**src/rtl/tlc_pkg.sv**
```systemverilog
// Shared phase encoding and lamp constants for the traffic-light controller
// and its downstream lamp driver.
package tlc_pkg;

    typedef logic [1:0] phase_t;
    typedef logic [2:0] lamp_t;

    localparam phase_t S_NS_GREEN = 2'b00;
    localparam phase_t S_NS_AMBER = 2'b01;
    localparam phase_t S_EW_GREEN = 2'b10;
    localparam phase_t S_EW_AMBER = 2'b11;

    localparam int LAMP_RED = 2;
    localparam int LAMP_AMB = 1;
    localparam int LAMP_GRN = 0;

    localparam lamp_t LAMP_OFF = 3'b000;
    localparam lamp_t RED      = lamp_t'(1 << LAMP_RED);
    localparam lamp_t AMBER    = lamp_t'(1 << LAMP_AMB);
    localparam lamp_t GREEN    = lamp_t'(1 << LAMP_GRN);

    // The only legal successor of a phase; the sequence wraps EW_AMBER -> NS_GREEN.
    function automatic phase_t phase_succ(input phase_t p);
        return p + 2'd1;
    endfunction

endpackage

```
**src/rtl/tlc_lamp_driver_if.sv**
```systemverilog
// Phase inputs from the controller and lamp outputs toward the field hardware.
interface tlc_lamp_driver_if;
    import tlc_pkg::*;

    phase_t     state;
    logic [3:0] count;
    lamp_t      ns_lamp;
    lamp_t      ew_lamp;
    logic       ped_walk;
    logic       ped_dont;
    logic       fault;

    modport master (
        output state,
        output count,
        input  ns_lamp,
        input  ew_lamp,
        input  ped_walk,
        input  ped_dont,
        input  fault
    );

    modport slave (
        input  state,
        input  count,
        output ns_lamp,
        output ew_lamp,
        output ped_walk,
        output ped_dont,
        output fault
    );

endinterface

```
**src/rtl/tlc_lamp_driver_blink_gen.sv**
```systemverilog
// Free-running square wave: blink toggles every HALF clock cycles.
module blink_gen #(
    parameter int HALF = 4
) (
    input  logic clk,
    input  logic rst,
    output logic blink
);

    localparam int CW = (HALF > 1) ? $clog2(HALF) : 1;
    localparam logic [CW-1:0] CNT_LAST = CW'(HALF - 1);

    logic [CW-1:0] cnt_q, cnt_d;
    logic          blink_q, blink_d;

    always_comb begin
        cnt_d   = cnt_q + CW'(1);
        blink_d = blink_q;
        if (cnt_q == CNT_LAST) begin
            cnt_d   = '0;
            blink_d = ~blink_q;
        end
    end

    always_ff @(posedge clk) begin
        if (rst) begin
            cnt_q   <= '0;
            blink_q <= 1'b0;
        end else begin
            cnt_q   <= cnt_d;
            blink_q <= blink_d;
        end
    end

    assign blink = blink_q;

endmodule

```
**src/rtl/tlc_lamp_driver.sv**
```systemverilog
// Lamp decode for both roads and the crossing, plus an independent watchdog that
// latches a fault on illegal or stuck phases and falls back to flashing amber.
module tlc_lamp_driver
    import tlc_pkg::*;
#(
    parameter int BLINK_HALF = 4,
    parameter int MAX_DWELL  = 32,
    parameter int FLASH_TH   = 3
) (
    input  logic              clk,
    input  logic              rst,
    tlc_lamp_driver_if.slave  bus
);

    localparam int DW = $clog2(MAX_DWELL + 1);
    localparam logic [DW-1:0] DWELL_MAX = DW'(MAX_DWELL);
    localparam logic [3:0]    FLASH_LIM = 4'(FLASH_TH);

    logic blink;

    blink_gen #(
        .HALF (BLINK_HALF)
    ) u_blink (
        .clk   (clk),
        .rst   (rst),
        .blink (blink)
    );

    logic          armed_q, armed_d;
    phase_t        prev_q, prev_d;
    logic [DW-1:0] dwell_q, dwell_d;
    logic          fault_q, fault_d;
    lamp_t         ns_q, ns_d;
    lamp_t         ew_q, ew_d;
    logic          walk_q, walk_d;
    logic          dont_q, dont_d;

    // Sequence watchdog. Once a fault is latched the checker freezes; the very
    // first sample after reset only seeds prev_state.
    always_comb begin
        armed_d = armed_q;
        prev_d  = prev_q;
        dwell_d = dwell_q;
        fault_d = fault_q;
        if (!armed_q) begin
            armed_d = 1'b1;
            prev_d  = bus.state;
            dwell_d = '0;
        end else if (!fault_q) begin
            prev_d = bus.state;
            if (bus.state == prev_q) begin
                if (dwell_q != DWELL_MAX) begin
                    dwell_d = dwell_q + DW'(1);
                end
                if (dwell_d == DWELL_MAX) begin
                    fault_d = 1'b1;
                end
            end else if (bus.state == phase_succ(prev_q)) begin
                dwell_d = '0;
            end else begin
                fault_d = 1'b1;
            end
        end
    end

    // Lamp decode uses the next fault value so safe mode appears together with fault.
    always_comb begin
        ns_d   = RED;
        ew_d   = RED;
        walk_d = 1'b0;
        dont_d = 1'b1;
        if (fault_d) begin
            ns_d = blink ? AMBER : LAMP_OFF;
            ew_d = blink ? AMBER : LAMP_OFF;
        end else begin
            unique case (bus.state)
                S_NS_GREEN: ns_d = GREEN;
                S_NS_AMBER: ns_d = AMBER;
                S_EW_GREEN: begin
                    ew_d = GREEN;
                    if (bus.count > FLASH_LIM) begin
                        walk_d = 1'b1;
                        dont_d = 1'b0;
                    end else begin
                        dont_d = blink;
                    end
                end
                S_EW_AMBER: ;
                default: ;
            endcase
        end
    end

    always_ff @(posedge clk) begin
        if (rst) begin
            armed_q <= 1'b0;
            prev_q  <= S_NS_GREEN;
            dwell_q <= '0;
            fault_q <= 1'b0;
            ns_q    <= RED;
            ew_q    <= RED;
            walk_q  <= 1'b0;
            dont_q  <= 1'b1;
        end else begin
            armed_q <= armed_d;
            prev_q  <= prev_d;
            dwell_q <= dwell_d;
            fault_q <= fault_d;
            ns_q    <= ns_d;
            ew_q    <= ew_d;
            walk_q  <= walk_d;
            dont_q  <= dont_d;
        end
    end

    assign bus.ns_lamp  = ns_q;
    assign bus.ew_lamp  = ew_q;
    assign bus.ped_walk = walk_q;
    assign bus.ped_dont = dont_q;
    assign bus.fault    = fault_q;

endmodule

```
**src/flat_wrapper.sv**
```systemverilog
// flat-port wrapper written by rule: the top's interface ports become plain ports
module tlc_lamp_driver_flat import tlc_pkg::*;
#(
    parameter int BLINK_HALF = 4,
    parameter int MAX_DWELL  = 32,
    parameter int FLASH_TH   = 3
)
  (clk, rst, bus_state, bus_count, bus_ns_lamp, bus_ew_lamp, bus_ped_walk, bus_ped_dont, bus_fault);
  tlc_lamp_driver_if bus_i ();
  input  logic clk;
  input  logic rst;
  input wire logic [$bits(bus_i.state)-1:0] bus_state;
  input wire logic [$bits(bus_i.count)-1:0] bus_count;
  output wire logic [$bits(bus_i.ns_lamp)-1:0] bus_ns_lamp;
  output wire logic [$bits(bus_i.ew_lamp)-1:0] bus_ew_lamp;
  output wire logic [$bits(bus_i.ped_walk)-1:0] bus_ped_walk;
  output wire logic [$bits(bus_i.ped_dont)-1:0] bus_ped_dont;
  output wire logic [$bits(bus_i.fault)-1:0] bus_fault;
  assign bus_i.state = bus_state;
  assign bus_i.count = bus_count;
  assign bus_ns_lamp = bus_i.ns_lamp;
  assign bus_ew_lamp = bus_i.ew_lamp;
  assign bus_ped_walk = bus_i.ped_walk;
  assign bus_ped_dont = bus_i.ped_dont;
  assign bus_fault = bus_i.fault;
  tlc_lamp_driver #(.BLINK_HALF(BLINK_HALF), .MAX_DWELL(MAX_DWELL), .FLASH_TH(FLASH_TH)) u_core (.clk(clk), .rst(rst), .bus(bus_i));
endmodule
```
**config.mk**
```make
export PLATFORM = sky130hd
export DESIGN_NAME = tlc_lamp_driver_flat
export DESIGN_NICKNAME = d
export VERILOG_FILES = /design/src/rtl/tlc_pkg.sv /design/src/rtl/tlc_lamp_driver_if.sv /design/src/rtl/tlc_lamp_driver_blink_gen.sv /design/src/rtl/tlc_lamp_driver.sv /design/src/flat_wrapper.sv
export SDC_FILE = /design/constraint.sdc
export NUM_CORES = 1
export LEC_CHECK = 0
export CAP_MARGIN = 20
export CORE_MARGIN = 2
export CORE_UTILIZATION = 45
export DETAILED_ROUTE_END_ITERATION = 12
export HOLD_SLACK_MARGIN = 0.12
export PLACE_DENSITY = 0.73
export SETUP_SLACK_MARGIN = 0.4
export SYNTH_ARGS = -nofsm -noshare
export SYNTH_HDL_FRONTEND = slang
export SYNTH_HIERARCHICAL = 1
export SYNTH_SLANG_ARGS = --single-unit
```
**constraint.sdc**
```tcl
create_clock -name clk -period 2.04 [get_ports clk]
set_input_delay 0.408 -clock clk [delete_from_list [all_inputs] [get_ports clk]]
set_output_delay 0.408 -clock clk [all_outputs]
set_load 0.05 [all_outputs]
```
==> impl_metrics.env <==
export IMPL_ys_warn_count=6
export IMPL_worst_slack_ns=0.0255
export IMPL_nets=141
export IMPL_fillers=165
export IMPL_synth_edf_count=0
export IMPL_yosysTopAreaCell="dfxtp_1"
export IMPL_synthFlopType="dfxtp_1"
export IMPL_grt_antenna_before_repair=0
export IMPL_path_cells="ha_4, xor2_2, or4_4, a221oi_4, buf_6, mux2i_1"
export IMPL_cp_max_fo=5
export IMPL_final_max_slew_viol_count=0
export IMPL_crit_path_start_kind="flop"
export IMPL_holdPathStages=1
export IMPL_drt_iter0_markers=15
export IMPL_max_slew_worst_pin_slew_ns=0.498
export IMPL_cp_end_kind="flop"
export IMPL_die_area_mm2=0.00242
export IMPL_cp_slowest_stage_delay_ns=0.53
export IMPL_reg2reg_to="u_core/bus.ns_lamp[1]"
export IMPL_ys_async_sr_fraction=0
export IMPL_clk_latency_ns=0.30
export IMPL_setup_viol_count_final=0
export IMPL_finalHoldViolCount=0
export IMPL_cts_tree="done"
export IMPL_dp_cells=148
export IMPL_initial_core_util=0.472
export IMPL_intPower_uw=598
export IMPL_yosysTopAreaCellShare=0.458
export IMPL_slew_headroom=0.669
export IMPL_clk_pin_slew_ns=0.12
export IMPL_viasPerCell=5.29
export IMPL_io_pins=17
export IMPL_cts_max_level=1
export IMPL_dieHeight_um=49.1
export IMPL_globalplace_congestion=0.826
export IMPL_pwr_share_clk=0.225
export IMPL_clock_sinks=21
export IMPL_post_place_ws_ns=-0.207
export IMPL_avgSynthCellArea_um2=8.99
export IMPL_grt_pass1_vias=769
export IMPL_hpwlAfterDp_um=1360
export IMPL_core_area_mm2=0.00194
export IMPL_fin_worst_skew_ns=0.00767
export IMPL_syn_cell_area_um2=917
export IMPL_netlist_instances=102
export IMPL_status="finished, final reports clean"
export IMPL_yosysSeqAreaShare=0.458
export IMPL_arrival_ns=2.24
export IMPL_tns_ns=0
export IMPL_grt_ovfl_total=0
export IMPL_ir_worst_vdd_mv=0.513
export IMPL_syn_nets=113
export IMPL_drt_total_wl_um=2110
export IMPL_switching_power_uw=265
export IMPL_drc=0
export IMPL_yosys_cell_count_top_type="dfxtp_1"
export IMPL_vias=825
export IMPL_drtPass1Iterations=4
export IMPL_grtUsageTotal=0.177
export IMPL_diodes=0
export IMPL_timing_fmax_mhz=496
export IMPL_crit_path_top_delay_cell="or4_4"
export IMPL_wire_per_inst_um=13.5
export IMPL_multi_input_area_um2=582
export IMPL_powerDensity_mw_per_mm2=656
export IMPL_syn_to_final_growth_pct=43.4
export IMPL_ys_seq_elements=21
export IMPL_period_needed_ns=2.01
export IMPL_reg2reg_depth=6
export IMPL_postRouteAntennaNets=0
export IMPL_rsz0062_at_grt="true"
export IMPL_crit_type="flop to flop"
export IMPL_hold_path_startpoint="u_core/u_blink/cnt_q[0]"
export IMPL_grt_first_pass_wirelength_um=3360
export IMPL_cts_root_buffer="clkbuf_4"
export IMPL_p_comb_frac=0.254
export IMPL_period_share=0.988
export IMPL_numCtsBuffers=3
export IMPL_port_buffers=14
export IMPL_dieWidth_um=49.1
export IMPL_synthTopCellsByCount="21 x dfxtp_1, 14 x nor2_1, 7 x nand2_1, 7 x nand3_1, 6 x xnor2_1"
export IMPL_seq_area_um2=435
export IMPL_final_cells=156
export IMPL_timing_rr_start="u_core/dwell_q[0]"
export IMPL_cap_violations=0
export IMPL_final_util=0.677
export IMPL_hold_class="flop to flop"
export IMPL_rrSetupSlack_ns=0.03
export IMPL_cts_buffer_depth=2
export IMPL_grt_max_degree=13
export IMPL_rows=16
export IMPL_synthTopCellsByArea="dfxtp_1 46%, nor2_1 5.7%, xnor2_1 5.7%"
export IMPL_p_leak_uw=0.000527
export IMPL_swShare=0.307
export IMPL_critical_path_required_ns=2.27
export IMPL_synthDistinctLibCells=30
export IMPL_whs_endpoint="u_core/u_blink/cnt_q[0]"
export IMPL_layout_drive_gt1_share=0.333
export IMPL_seq_power_share=0.521
[worst max-delay path by stage]
stage | start | to
after floorplan | u_core/dwell_q[0] | u_core/bus.ns_lamp[1]
after global placement | bus_state[1] | u_core/bus.ns_lamp[1]
after detailed placement | bus_state[1] | u_core/bus.ns_lamp[1]
after CTS | u_core/dwell_q[0] | u_core/bus.ns_lamp[1]
after global routing | u_core/dwell_q[0] | u_core/bus.ns_lamp[1]
final | u_core/dwell_q[0] | u_core/bus.ns_lamp[1]
[critical path, delay by kind of cell, from the launching register on]
family / cells / cell delay [ns]
flip-flops: 1 / 0.40
multiplexers: 1 / 0.17
buffers and inverters: 1 / 0.17
XOR/XNOR: 1 / 0.14
AND/OR/NAND/NOR: 1 / 0.53
AO/OA/AOI/OAI: 1 / 0.35
adder cells (fa/ha/maj): 1 / 0.18
[logic make-up after synthesis]
group,count (synthesis),share of synthesized area
simple gates,46,0.252
flops,21,0.458
compound gates,18,0.146
xor+xnor,7,0.0668
buf+inv,6,0.0246
fa+ha+maj,3,0.0409
mux,1,0.0109
[per-stage QoR]
stage / instance area (µm²) / hold slack, ns / total power, µW
after floorplan: 928 / 0.396 / 577
after global placement: 1140 / 0.409 / 644
after detailed placement: 1140 / 0.415 / 648
after CTS: 1240 / 0.432 / 846
after global routing: 1320 / 0.451 / 905
final: 1320 / 0.427 / 863
[repair_timing]
action,CTS,global route
pin swaps,4,4
endpoints found under the setup margin,18,15
hold buffers,0,0
gates cloned,1,0
gates resized for setup,21,18
buffers inserted,2,1
[metal layers]
metal  share of wire  global-route usage  vias to the layer above
met2            0.53               0.306                       14
met4          0.0043              0.0476                        0
met5               0                   0                        -
li1                -                   -                      414
met1            0.44               0.222                      395
met3           0.025              0.0368                        2
[state kept, by name, summed over array words and instances, names as in the netlist]
signal                cells
u_core/bus.ew_lamp        3
u_core/bus.ped_walk       1
u_core/bus.fault          1
u_core/armed_q            1
u_core/prev_q             2
u_core/dwell_q            6
u_core/bus.ped_dont       1
u_core/bus.ns_lamp        3
u_core/u_blink/cnt_q      2
u_core/u_blink/blink      1
[cell type report]
| cell class | count | share of cell area |
|---|---|---|
| Multi-Input combinational cell | 75 | 0.442 |
| Sequential cell | 21 | 0.331 |
| Timing Repair Buffer | 25 | 0.165 |
| Tap cell | 27 | 0.0257 |
| Clock buffer | 3 | 0.0171 |
| Inverter | 4 | 0.0152 |
| Clock inverter | 1 | 0.00381 |
[power groups by stage]
stage                     clock network [µW]  registers, µW  logic (µW)
after floorplan                            0            492        84.7
after global placement                     0            458         186
after detailed placement                   0            459         188
after CTS                                200            449         198
after global routing                     216            452         237
final                                    194            449         220
[cell usage in the layout (no fill, tap or decap), types with 3 or more instances in the layout]
master           netlist  routed
nor2_1                14      12
o21ai_0                5       4
nand2_1                7       7
dfxtp_1               21      15
xnor2_1                6       4
dfxtp_2                0       3
dlygate4sd2_1          0       8
clkdlybuf4s50_1        0       3
buf_4                  0      10
nand3_1                7       6
a21oi_1                5       5
clkbuf_4               0       3
dfxtp_4                0       3
(Power assumes the default switching activity.)
